### config.mk
export PLATFORM = sky130hd
export DESIGN_NAME = proc_seq_multi_flat
export DESIGN_NICKNAME = d
export VERILOG_FILES = /design/src/rtl/proc_seq_pkg.sv /design/src/rtl/proc_seq_if.sv /design/src/rtl/proc_watchdog.sv /design/src/rtl/proc_seq_multi.sv /design/src/flat_wrapper.sv
export SDC_FILE = /design/constraint.sdc
export NUM_CORES = 1
export LEC_CHECK = 0
export CELL_PAD_IN_SITES_DETAIL_PLACEMENT = 1
export CELL_PAD_IN_SITES_GLOBAL_PLACEMENT = 1
export CORE_MARGIN = 3
export CORE_UTILIZATION = 41
export CTS_CLUSTER_DIAMETER = 200
export DETAILED_ROUTE_END_ITERATION = 10
export GPL_ROUTABILITY_DRIVEN = 0
export PLACE_DENSITY = 0.84
export SKIP_CTS_REPAIR_TIMING = 1
export SLEW_MARGIN = 20
export SYNTH_ARGS = -nofsm -noshare
export SYNTH_HDL_FRONTEND = slang
export SYNTH_SLANG_ARGS = --single-unit
### constraint.sdc
create_clock -name clk -period 2.73 [get_ports clk]
set_input_delay 0.6825 -clock clk [delete_from_list [all_inputs] [get_ports clk]]
set_output_delay 0.6825 -clock clk [all_outputs]
set_load 0.1 [all_outputs]
### src/rtl/proc_seq_pkg.sv
// Shared types and helpers for the match-action packet sequencer.
package proc_seq_pkg;

  typedef enum logic [2:0] {
    S_FREE,
    S_PARSE,
    S_MATCH,
    S_EXEC,
    S_DONE,
    S_ERR
  } state_t;

  localparam int TBL_ADDR_W = 32;

  typedef struct packed {
    logic                  en;
    logic [TBL_ADDR_W-1:0] hit_addr;
    logic [TBL_ADDR_W-1:0] miss_addr;
  } stage_cfg_t;

  typedef struct packed {
    logic       found;
    logic [2:0] idx;
  } next_t;

  function automatic int stage_w(input int n);
    return (n > 1) ? $clog2(n) : 1;
  endfunction

  // Lowest enabled stage at or above from_idx; tables are at most 8 stages deep.
  function automatic next_t next_enabled(input logic [7:0] en_vec, input logic [3:0] from_idx);
    next_t r;
    r = '0;
    for (int i = 7; i >= 0; i--) begin
      if (en_vec[i] && (4'(i) >= from_idx)) begin
        r.found = 1'b1;
        r.idx   = 3'(i);
      end
    end
    return r;
  endfunction

endpackage

### src/rtl/proc_seq_if.sv
// Handshakes between the sequencer and the external parser, matchers and executor.
interface proc_seq_if #(
  parameter int NUM_STAGES = 4,
  parameter int ADDR_W     = 32
);
  import proc_seq_pkg::*;
  localparam int SW = stage_w(NUM_STAGES);

  logic                  ps_start_o;
  logic                  ps_ready_i;
  logic [NUM_STAGES-1:0] mt_start_o;
  logic [NUM_STAGES-1:0] mt_ready_i;
  logic [NUM_STAGES-1:0] mt_is_match_i;
  logic                  ex_start_o;
  logic [SW-1:0]         ex_stage_o;
  logic [ADDR_W-1:0]     ex_op_start_cnt_o;
  logic                  ex_ready_i;
  logic                  ex_drop_i;

  modport master (
    output ps_start_o, mt_start_o, ex_start_o, ex_stage_o, ex_op_start_cnt_o,
    input  ps_ready_i, mt_ready_i, mt_is_match_i, ex_ready_i, ex_drop_i
  );

  modport slave (
    input  ps_start_o, mt_start_o, ex_start_o, ex_stage_o, ex_op_start_cnt_o,
    output ps_ready_i, mt_ready_i, mt_is_match_i, ex_ready_i, ex_drop_i
  );

endinterface

### src/rtl/proc_watchdog.sv
// Per-wait cycle counter; expired marks the cycle on which the wait budget is used up.
module proc_watchdog #(
  parameter int TIMEOUT_CYC = 1024
) (
  input  logic clk,
  input  logic rst,
  input  logic clear,
  input  logic enable,
  output logic expired
);

  localparam int            CW   = (TIMEOUT_CYC > 1) ? $clog2(TIMEOUT_CYC) : 1;
  localparam logic [CW-1:0] LAST = CW'((TIMEOUT_CYC > 0) ? TIMEOUT_CYC - 1 : 0);

  logic [CW-1:0] count;

  always_ff @(posedge clk) begin
    if (rst || clear) begin
      count <= '0;
    end else if (enable && (count != LAST)) begin
      count <= count + CW'(1);
    end
  end

  // A zero budget disables the watchdog entirely.
  assign expired = (TIMEOUT_CYC != 0) && enable && (count == LAST);

endmodule

### src/rtl/proc_seq_multi.sv
// Packet sequencer: parse once, then match/execute each enabled stage, with watchdog and statistics.
module proc_seq_multi
  import proc_seq_pkg::*;
#(
  parameter  int NUM_STAGES  = 4,
  parameter  int ADDR_W      = 32,
  parameter  int TIMEOUT_CYC = 1024,
  parameter  int CNT_W       = 32,
  localparam int SW          = stage_w(NUM_STAGES)
) (
  input  logic              clk,
  input  logic              rst,
  input  logic              start_i,
  output logic              ready_o,
  output logic              drop_o,
  output logic              error_o,
  proc_seq_if.master        eng,
  input  logic              cfg_we_i,
  input  logic [SW-1:0]     cfg_stage_i,
  input  logic              cfg_en_i,
  input  logic [ADDR_W-1:0] cfg_hit_addr_i,
  input  logic [ADDR_W-1:0] cfg_miss_addr_i,
  output logic              cfg_ack_o,
  output logic [CNT_W-1:0]  pkt_cnt_o,
  output logic [CNT_W-1:0]  err_cnt_o
);

  state_t                state_q, state_d;
  logic [2:0]            k_q, k_d;
  logic [SW-1:0]         kk;
  logic                  ps_d, ex_d;
  logic [NUM_STAGES-1:0] mt_d;
  logic [SW-1:0]         ex_stage_d;
  logic [ADDR_W-1:0]     ex_addr_d;
  logic                  ready_d, drop_d, error_d, ack_d;
  logic                  tbl_we, pkt_inc, err_inc;
  logic [7:0]            en_vec;
  next_t                 first, after;
  logic                  wd_expired, wd_clear, wd_enable;

  stage_cfg_t tbl [NUM_STAGES];

  assign kk        = SW'(k_q);
  assign wd_enable = (state_q == S_PARSE) || (state_q == S_MATCH) || (state_q == S_EXEC);
  assign wd_clear  = (state_d != state_q);

  always_comb begin
    en_vec = '0;
    for (int i = 0; i < NUM_STAGES; i++) en_vec[i] = tbl[i].en;
  end

  assign first = next_enabled(en_vec, 4'd0);
  assign after = next_enabled(en_vec, 4'(k_q) + 4'd1);

  proc_watchdog #(.TIMEOUT_CYC(TIMEOUT_CYC)) u_watchdog (
    .clk     (clk),
    .rst     (rst),
    .clear   (wd_clear),
    .enable  (wd_enable),
    .expired (wd_expired)
  );

  always_comb begin
    state_d    = state_q;
    k_d        = k_q;
    ps_d       = eng.ps_start_o;
    mt_d       = eng.mt_start_o;
    ex_d       = eng.ex_start_o;
    ex_stage_d = eng.ex_stage_o;
    ex_addr_d  = eng.ex_op_start_cnt_o;
    ready_d    = ready_o;
    drop_d     = drop_o;
    error_d    = error_o;
    ack_d      = 1'b0;
    tbl_we     = 1'b0;
    pkt_inc    = 1'b0;
    err_inc    = 1'b0;

    unique case (state_q)
      S_FREE: begin
        // The ack cycle swallows the still-held write request.
        if (cfg_ack_o) begin
          ack_d = 1'b0;
        end else if (cfg_we_i) begin
          tbl_we = 1'b1;
          ack_d  = 1'b1;
        end else if (start_i) begin
          ps_d    = 1'b1;
          ready_d = 1'b0;
          drop_d  = 1'b0;
          error_d = 1'b0;
          k_d     = '0;
          state_d = S_PARSE;
        end
      end
      S_PARSE: begin
        if (eng.ps_ready_i) begin
          ps_d = 1'b0;
          if (first.found) begin
            k_d     = first.idx;
            mt_d    = NUM_STAGES'(1) << first.idx;
            state_d = S_MATCH;
          end else begin
            ready_d = 1'b1;
            drop_d  = 1'b0;
            pkt_inc = 1'b1;
            state_d = S_DONE;
          end
        end
      end
      S_MATCH: begin
        if (eng.mt_ready_i[kk]) begin
          mt_d       = '0;
          ex_d       = 1'b1;
          ex_stage_d = kk;
          ex_addr_d  = eng.mt_is_match_i[kk] ? ADDR_W'(tbl[kk].hit_addr)
                                             : ADDR_W'(tbl[kk].miss_addr);
          state_d    = S_EXEC;
        end
      end
      S_EXEC: begin
        if (eng.ex_ready_i) begin
          ex_d = 1'b0;
          if (eng.ex_drop_i || !after.found) begin
            ready_d = 1'b1;
            drop_d  = eng.ex_drop_i;
            pkt_inc = 1'b1;
            state_d = S_DONE;
          end else begin
            k_d     = after.idx;
            mt_d    = NUM_STAGES'(1) << after.idx;
            state_d = S_MATCH;
          end
        end
      end
      S_DONE, S_ERR: begin
        if (!start_i) begin
          ready_d = 1'b0;
          drop_d  = 1'b0;
          error_d = 1'b0;
          state_d = S_FREE;
        end
      end
      default: state_d = S_FREE;
    endcase

    // A ready on the expiry cycle has already moved the state, so it wins.
    if (wd_expired && (state_d == state_q)) begin
      ps_d    = 1'b0;
      mt_d    = '0;
      ex_d    = 1'b0;
      error_d = 1'b1;
      err_inc = 1'b1;
      state_d = S_ERR;
    end
  end

  always_ff @(posedge clk) begin
    if (rst) begin
      state_q               <= S_FREE;
      k_q                   <= '0;
      eng.ps_start_o        <= 1'b0;
      eng.mt_start_o        <= '0;
      eng.ex_start_o        <= 1'b0;
      eng.ex_stage_o        <= '0;
      eng.ex_op_start_cnt_o <= '0;
      ready_o               <= 1'b0;
      drop_o                <= 1'b0;
      error_o               <= 1'b0;
      cfg_ack_o             <= 1'b0;
      pkt_cnt_o             <= '0;
      err_cnt_o             <= '0;
    end else begin
      state_q               <= state_d;
      k_q                   <= k_d;
      eng.ps_start_o        <= ps_d;
      eng.mt_start_o        <= mt_d;
      eng.ex_start_o        <= ex_d;
      eng.ex_stage_o        <= ex_stage_d;
      eng.ex_op_start_cnt_o <= ex_addr_d;
      ready_o               <= ready_d;
      drop_o                <= drop_d;
      error_o               <= error_d;
      cfg_ack_o             <= ack_d;
      if (pkt_inc) pkt_cnt_o <= pkt_cnt_o + CNT_W'(1);
      if (err_inc && (err_cnt_o != '1)) err_cnt_o <= err_cnt_o + CNT_W'(1);
    end
  end

  always_ff @(posedge clk) begin
    if (rst) begin
      for (int i = 0; i < NUM_STAGES; i++) tbl[i] <= '0;
    end else if (tbl_we) begin
      tbl[cfg_stage_i] <= '{en:        cfg_en_i,
                            hit_addr:  TBL_ADDR_W'(cfg_hit_addr_i),
                            miss_addr: TBL_ADDR_W'(cfg_miss_addr_i)};
    end
  end

endmodule
### src/flat_wrapper.sv
// flat-port wrapper written by rule: the top's interface ports become plain ports
module proc_seq_multi_flat import proc_seq_pkg::*;
#(
  parameter  int NUM_STAGES  = 4,
  parameter  int ADDR_W      = 32,
  parameter  int TIMEOUT_CYC = 1024,
  parameter  int CNT_W       = 32,
  localparam int SW          = stage_w(NUM_STAGES)
)
  (clk, rst, start_i, ready_o, drop_o, error_o, cfg_we_i, cfg_stage_i, cfg_en_i, cfg_hit_addr_i, cfg_miss_addr_i, cfg_ack_o, pkt_cnt_o, err_cnt_o, eng_ps_start_o, eng_mt_start_o, eng_ex_start_o, eng_ex_stage_o, eng_ex_op_start_cnt_o, eng_ps_ready_i, eng_mt_ready_i, eng_mt_is_match_i, eng_ex_ready_i, eng_ex_drop_i);
  proc_seq_if #(.NUM_STAGES(NUM_STAGES), .ADDR_W(ADDR_W)) eng_i ();
  input  logic clk;
  input  logic rst;
  input  logic start_i;
  output logic ready_o;
  output logic drop_o;
  output logic error_o;
  input  logic cfg_we_i;
  input  logic [SW-1:0] cfg_stage_i;
  input  logic cfg_en_i;
  input  logic [ADDR_W-1:0] cfg_hit_addr_i;
  input  logic [ADDR_W-1:0] cfg_miss_addr_i;
  output logic cfg_ack_o;
  output logic [CNT_W-1:0] pkt_cnt_o;
  output logic [CNT_W-1:0] err_cnt_o;
  output wire logic [$bits(eng_i.ps_start_o)-1:0] eng_ps_start_o;
  output wire logic [$bits(eng_i.mt_start_o)-1:0] eng_mt_start_o;
  output wire logic [$bits(eng_i.ex_start_o)-1:0] eng_ex_start_o;
  output wire logic [$bits(eng_i.ex_stage_o)-1:0] eng_ex_stage_o;
  output wire logic [$bits(eng_i.ex_op_start_cnt_o)-1:0] eng_ex_op_start_cnt_o;
  input wire logic [$bits(eng_i.ps_ready_i)-1:0] eng_ps_ready_i;
  input wire logic [$bits(eng_i.mt_ready_i)-1:0] eng_mt_ready_i;
  input wire logic [$bits(eng_i.mt_is_match_i)-1:0] eng_mt_is_match_i;
  input wire logic [$bits(eng_i.ex_ready_i)-1:0] eng_ex_ready_i;
  input wire logic [$bits(eng_i.ex_drop_i)-1:0] eng_ex_drop_i;
  assign eng_ps_start_o = eng_i.ps_start_o;
  assign eng_mt_start_o = eng_i.mt_start_o;
  assign eng_ex_start_o = eng_i.ex_start_o;
  assign eng_ex_stage_o = eng_i.ex_stage_o;
  assign eng_ex_op_start_cnt_o = eng_i.ex_op_start_cnt_o;
  assign eng_i.ps_ready_i = eng_ps_ready_i;
  assign eng_i.mt_ready_i = eng_mt_ready_i;
  assign eng_i.mt_is_match_i = eng_mt_is_match_i;
  assign eng_i.ex_ready_i = eng_ex_ready_i;
  assign eng_i.ex_drop_i = eng_ex_drop_i;
  proc_seq_multi #(.NUM_STAGES(NUM_STAGES), .ADDR_W(ADDR_W), .TIMEOUT_CYC(TIMEOUT_CYC), .CNT_W(CNT_W)) u_core (.clk(clk), .rst(rst), .start_i(start_i), .ready_o(ready_o), .drop_o(drop_o), .error_o(error_o), .eng(eng_i), .cfg_we_i(cfg_we_i), .cfg_stage_i(cfg_stage_i), .cfg_en_i(cfg_en_i), .cfg_hit_addr_i(cfg_hit_addr_i), .cfg_miss_addr_i(cfg_miss_addr_i), .cfg_ack_o(cfg_ack_o), .pkt_cnt_o(pkt_cnt_o), .err_cnt_o(err_cnt_o));
endmodule
**After elaboration in Yosys (flattened, before gate mapping)**

Memories as Yosys holds them, arrays and structs flattened. A register that Yosys moved wholly into a read port is not among the register bits.
Cells that the tools add are included.

- Register bits after elaboration: 124
- Bits in writable memories: 260
- Input port bits: 82
- Output and inout bits: 108
- Word-level logic and storage cells: 162
- Memories kept: 1

- Add/subtract/negate cells: 4
- $lt $le $gt $ge: 5
- Equality and inequality tests: 25
- Shifts and indexed selects: 2
- Muxes and demuxes: 81
- Reductions and logical operators: 30

Memories:

| name | words | width | read ports | clocked after Yosys merged registers in | wr ports | line | source |
|---|---|---|---|---|---|---|---|
| u_core.tbl | 4 | 65 | 5 | 1 | 4 | proc_seq_multi.sv:41 | `stage_cfg_t tbl [NUM_STAGES];` |

Operators by type and width:

| cell | count |
|---|---|
| 65-bit two-way mux | 1 |
| 65-bit OR reduction | 1 |
| 32-bit by 1-bit adder with 32-bit output (second input constant) | 2 |
| 4-bit two-way mux | 13 |
| 3-bit two-way mux | 17 |
| 1-bit two-way mux | 35 |
| 32-bit two-way mux | 1 |
| 32-bit inequality test (second input constant) | 1 |
| 2-bit inequality test (second input constant) | 10 |
| 3-bit one-hot mux with 5 select lines | 1 |
| 4-bit one-hot mux with 3 select lines | 1 |
| 10-bit by 1-bit adder with 10-bit output (second input constant) | 1 |
| 10-bit == test (second input constant) | 1 |
| 10-bit inequality test (second input constant) | 1 |
| 5-bit AND reduction | 2 |
| 3-bit by 2-bit inequality test with 1-bit output (second input constant) | 3 |
| 3-bit one-hot mux with 3 select lines | 1 |
| 9-bit AND reduction | 1 |
| 3-bit nonzero test | 3 |
| 1-bit by 4-bit >= comparator with 1-bit output (first input constant) | 2 |
| 2-bit by 4-bit >= comparator with 1-bit output (first input constant) | 2 |
| 1-bit logical AND | 8 |
| 1-bit one-hot mux with 2 select lines | 4 |
| 1-bit one-hot mux with 4 select lines | 2 |
| other kinds (22) | 33 |

**Logic depth before layout (Yosys ltp)**

- Word-level depth: 17
- Mapped depth: 9
- Depth with buffers taken out: 7

**Modules after synthesis**

A second synthesis with hierarchy kept.

- Cells, all modules: 1496
- Area total of the unflattened synthesis: 17351.6 µm²

By module, submodules not included:

| module | instances | cells an instance | area each (µm²) |
|---|---|---|---|
| proc_seq_multi | 1 | 1437 | 16822.4 |
| proc_watchdog | 1 | 59 | 529.3 |

**Worst setup path after synthesis**

No wires, ideal clock.

- Path type: reg-to-reg
- From: register u_core.cfg_ack_o
- To: memory u_core.tbl[0][0] (netlist bit), enable pin
- Setup time: 395 ps
- Arrival time: 2449 ps
- Path slack: -114 ps
- Cell stages (with the launch flop): 7
- Path buffers: 1
- Period minus slack after synthesis: 2844 ps
- Path through: dfxtp_1 > nor2_1 > and3_1 > nand2b_1 > nor3_1 > clkbuf_1 > or2_2

RTL lines:

| what | line | source |
|---|---|---|
| start: declaration | proc_seq_multi.sv:23 | `output logic cfg_ack_o,` |
| start signal: assignment | proc_seq_multi.sv:184 | `cfg_ack_o <= ack_d;` |
| end: declaration | proc_seq_multi.sv:41 |  |

==> impl_results.md <==
- Status: completed
- Worst skew pair latency: about 0.58 ns
- Die Span Y: 210 microns
- Critical Path AT: between 3 and 4 ns
- Crit Path Class: input port to flop
- Post-Route WL: 49800 microns
- Synth async-reset ratio: 0%
- Yosys cell types: 58
- Crit-path max FO: 2
- Post-DP Area: 20100 sq um
- First-pass DRT Iterations: 5
- DP Wirelength: approximately 32000 microns
- Die ar.: roughly 44000 sq um
- Slew @ Worst Pin: 0.914 ns
- CTS tree: yes
- Part of the cycle the worst path needs: 94.9%
- Initial Utilization: 41.8%
- Post-DRT Antenna Nets: 0
- Io pins: 190
- Synth warn: 0
- CP max stage delay: 0.53 ns
- Fmax: 0.386 GHz
- Worst endpoint required time: 3.21 ns
- Number of vias per cell: 5.57
- Nets: 1777
- Max-Cap Viols: 0
- Clock buffer depth: 3
- RSZ-0062 raised after global routing: no
- Pwr Total: roughly 14 mW
- WP buf/inv: 1
- Top delay family on crit path: simple AND/OR/NAND/NOR gates
- Yosys reg bits: slightly below 400
- Worst relative slew slack: 38.9%
- Critical Path Sink Type: flop
- Hold Path Class: flop to flop
- Power Density: approximately 640 nW/um^2
- Vias in the first global route: 13.7k
- Clock Sinks: 385
- Width of the die: 210 microns
- Layout area overhead: 25.7%
- Mapped Avg Cell Area: 11.8 sq um
- Core area: 41000 sq um
- Post-synth EDFFs: 260
- Reg clk slew, reported paths: 0.06 ns
- Syn Inst Count: 1453
- Num rows: between 70 and 80
- Leading cell type in the layout, fill and taps excluded: and2_1
- FILL cells: 4277
- Root buf cell: clkbuf_16
- Remaining DRCs: 0
- Worst-path cell chain: clkdlybuf4s50_1, or3b_1, a221o_1, and2_0, a311o_1, or4_1, a21oi_1
- H-tree levels: 2
- Global-route wire length before repair: 76900 microns
- Layout Cells excl Fill: 2260
- Setup ws final: 0.140 ns
- Ys flop type: edfxtp_1
- Synthesized cell area: 17100 sq um
- GR Overflow Total: 0
- Register area share after synthesis: 60.2%
- Via count: 12.6k
- Worst setup SP type: input port
- Finished Cell Area: about 22000 sq um
- Share of cells above drive strength 1: about 17%
- Drt wl/cell: 22.0 microns
- Initial DRC count: ~1.1k
- Place WS: -0.389 ns
- CTS buffer count: 42
- I/O Buffers: 189
- Fin. Hold Viols: 0
- Final setup viols: 0
- Largest net degree at the start of global routing: 63
- Worst Skew: 0.0224 ns
- CP max-delay cell: clkdlybuf4s50_1
- LEAKAGE: approximately 8.3 nW
- Final Max Slew Viols: 0
- Post-Place Cells: 2180
- Peak VDD IR: 0.447 mV
- Syn Nets: 1538
- Tot GR Track Use: 22.0%
- Most frequent cells in the layout: 266 x and2_1, 260 x edfxtp_1, 185 x buf_4
- Antenna violations before repair: 3
- Post-route minimum period: 2.59 ns
- Hold slack: between 0.4 and 0.5 ns
==> stage by stage <==
| step | util (%) | setup TNS [ns] |
|---|---|---|
| global route | 52.5 | 0 |
| detailed placement | 49.1 | -13.05 |
| CTS | 52.5 | 0 |
| global placement | 49.1 | -6.91 |
| finish | 52.5 | 0 |
| floorplan | - | 0 |
==> layer usage <==
| layer | track usage, % | share of wire (%) | wire, microns | vias up |
|---|---|---|---|---|
| met3 | 3.78 | 5.5 | 2720 | 68 |
| met2 | 40.1 | 52 | 25700 | 321 |
| met1 | 27.1 | 41 | 20400 | 6425 |
| li1 | - | - | - | 5765 |
| met5 | 0 | 0.040 | 20 | - |
| met4 | 5.96 | 2.0 | 1010 | 2 |
==> state kept, by name (all words and copies together) (netlist names), named ones only <==
name and count:
u_core.eng.ex_stage_o 2, u_core.err_cnt_o 32, u_core.pkt_cnt_o 32, u_core.ready_o 1
u_core.error_o 1, u_core.k_q 2, u_core.state_q 3, u_core.eng.mt_start_o 4
u_core.cfg_ack_o 1, u_core.eng.ps_start_o 1, u_core.tbl 260, u_core.eng.ex_start_o 1
u_core.eng.ex_op_start_cnt_o 32, u_core.u_watchdog.count 10, u_core.drop_o 1
==> Yosys cell counts, types with 32 or more instances <==
cell type    n  area share [%]
a21oi_1     34            0.99
and2_1     266             9.7
clkbuf_1    73             1.6
dfxtp_1    125              15
edfxtp_1   260              46
mux2i_1    133             7.8
nand2_1     45            0.99
nand3_1     32            0.93
nand4_1     34             1.2
nor2_1     118             2.6
o221ai_1    32             1.6
o22ai_1     64             2.3
xor2_1      39             2.0
==> power by group <==
group / leakage [nW] / switching, mW / total, mW / internal, mW
clock: 0.685 / 2.39 / 5.79 / 3.40
sequential: 3.72 / 0.107 / 6.62 / 6.51
combinational: 3.91 / 0.774 / 1.30 / 0.522
total: 8.31 / 3.27 / 13.7 / 10.4
==> tightest hold or removal path: cells and delay by family, from the launching register on <==
family	cells	cell delay, ns
DFF	1	0.31
and+or+nand+nor	1	0.05
AOI/OAI and AO/OA	1	0.05
==> final cells by class <==
cell class | count | area, sq um | share of cell area [%]
antenna | 2 | 5.00 | 0.0232
clock buffer | 57 | 1130 | 5.23
clock inverter | 21 | 269 | 1.25
inverter | 9 | 33.8 | 0.157
multi-input combinational | 966 | 6470 | 30.0
sequential | 385 | 10300 | 47.9
tap | 532 | 666 | 3.09
timing repair buffer | 288 | 2650 | 12.3
==> kinds of logic (layout without fill, tap and decap cells) <==
group	Yosys count	in the layout	synth area share [%]
muxes	136	136	8.10
xor gates and xnor gates	57	57	2.91
DFF	385	385	60.2
other	0	2	0
buffers and inverters	102	375	2.36
and+or+nand+nor	595	595	19.4
adders and majority gates	3	3	0.219
AOI/OAI and AO/OA	175	175	6.81
==> worst paths after layout <==
kind,startpoint,to,slack (ns),cells after the start
setup / recovery,start_i,flop,0.14,7
hold / removal,u_core.eng.mt_start_o[1],u_core.eng.mt_start_o[1],0.46,2
setup reg to reg,u_core.tbl[1][64],u_core.err_cnt_o[13],0.20,6
hold reg to reg,u_core.eng.mt_start_o[1],u_core.eng.mt_start_o[1],0.46,2
(Power assumes the default switching activity.)
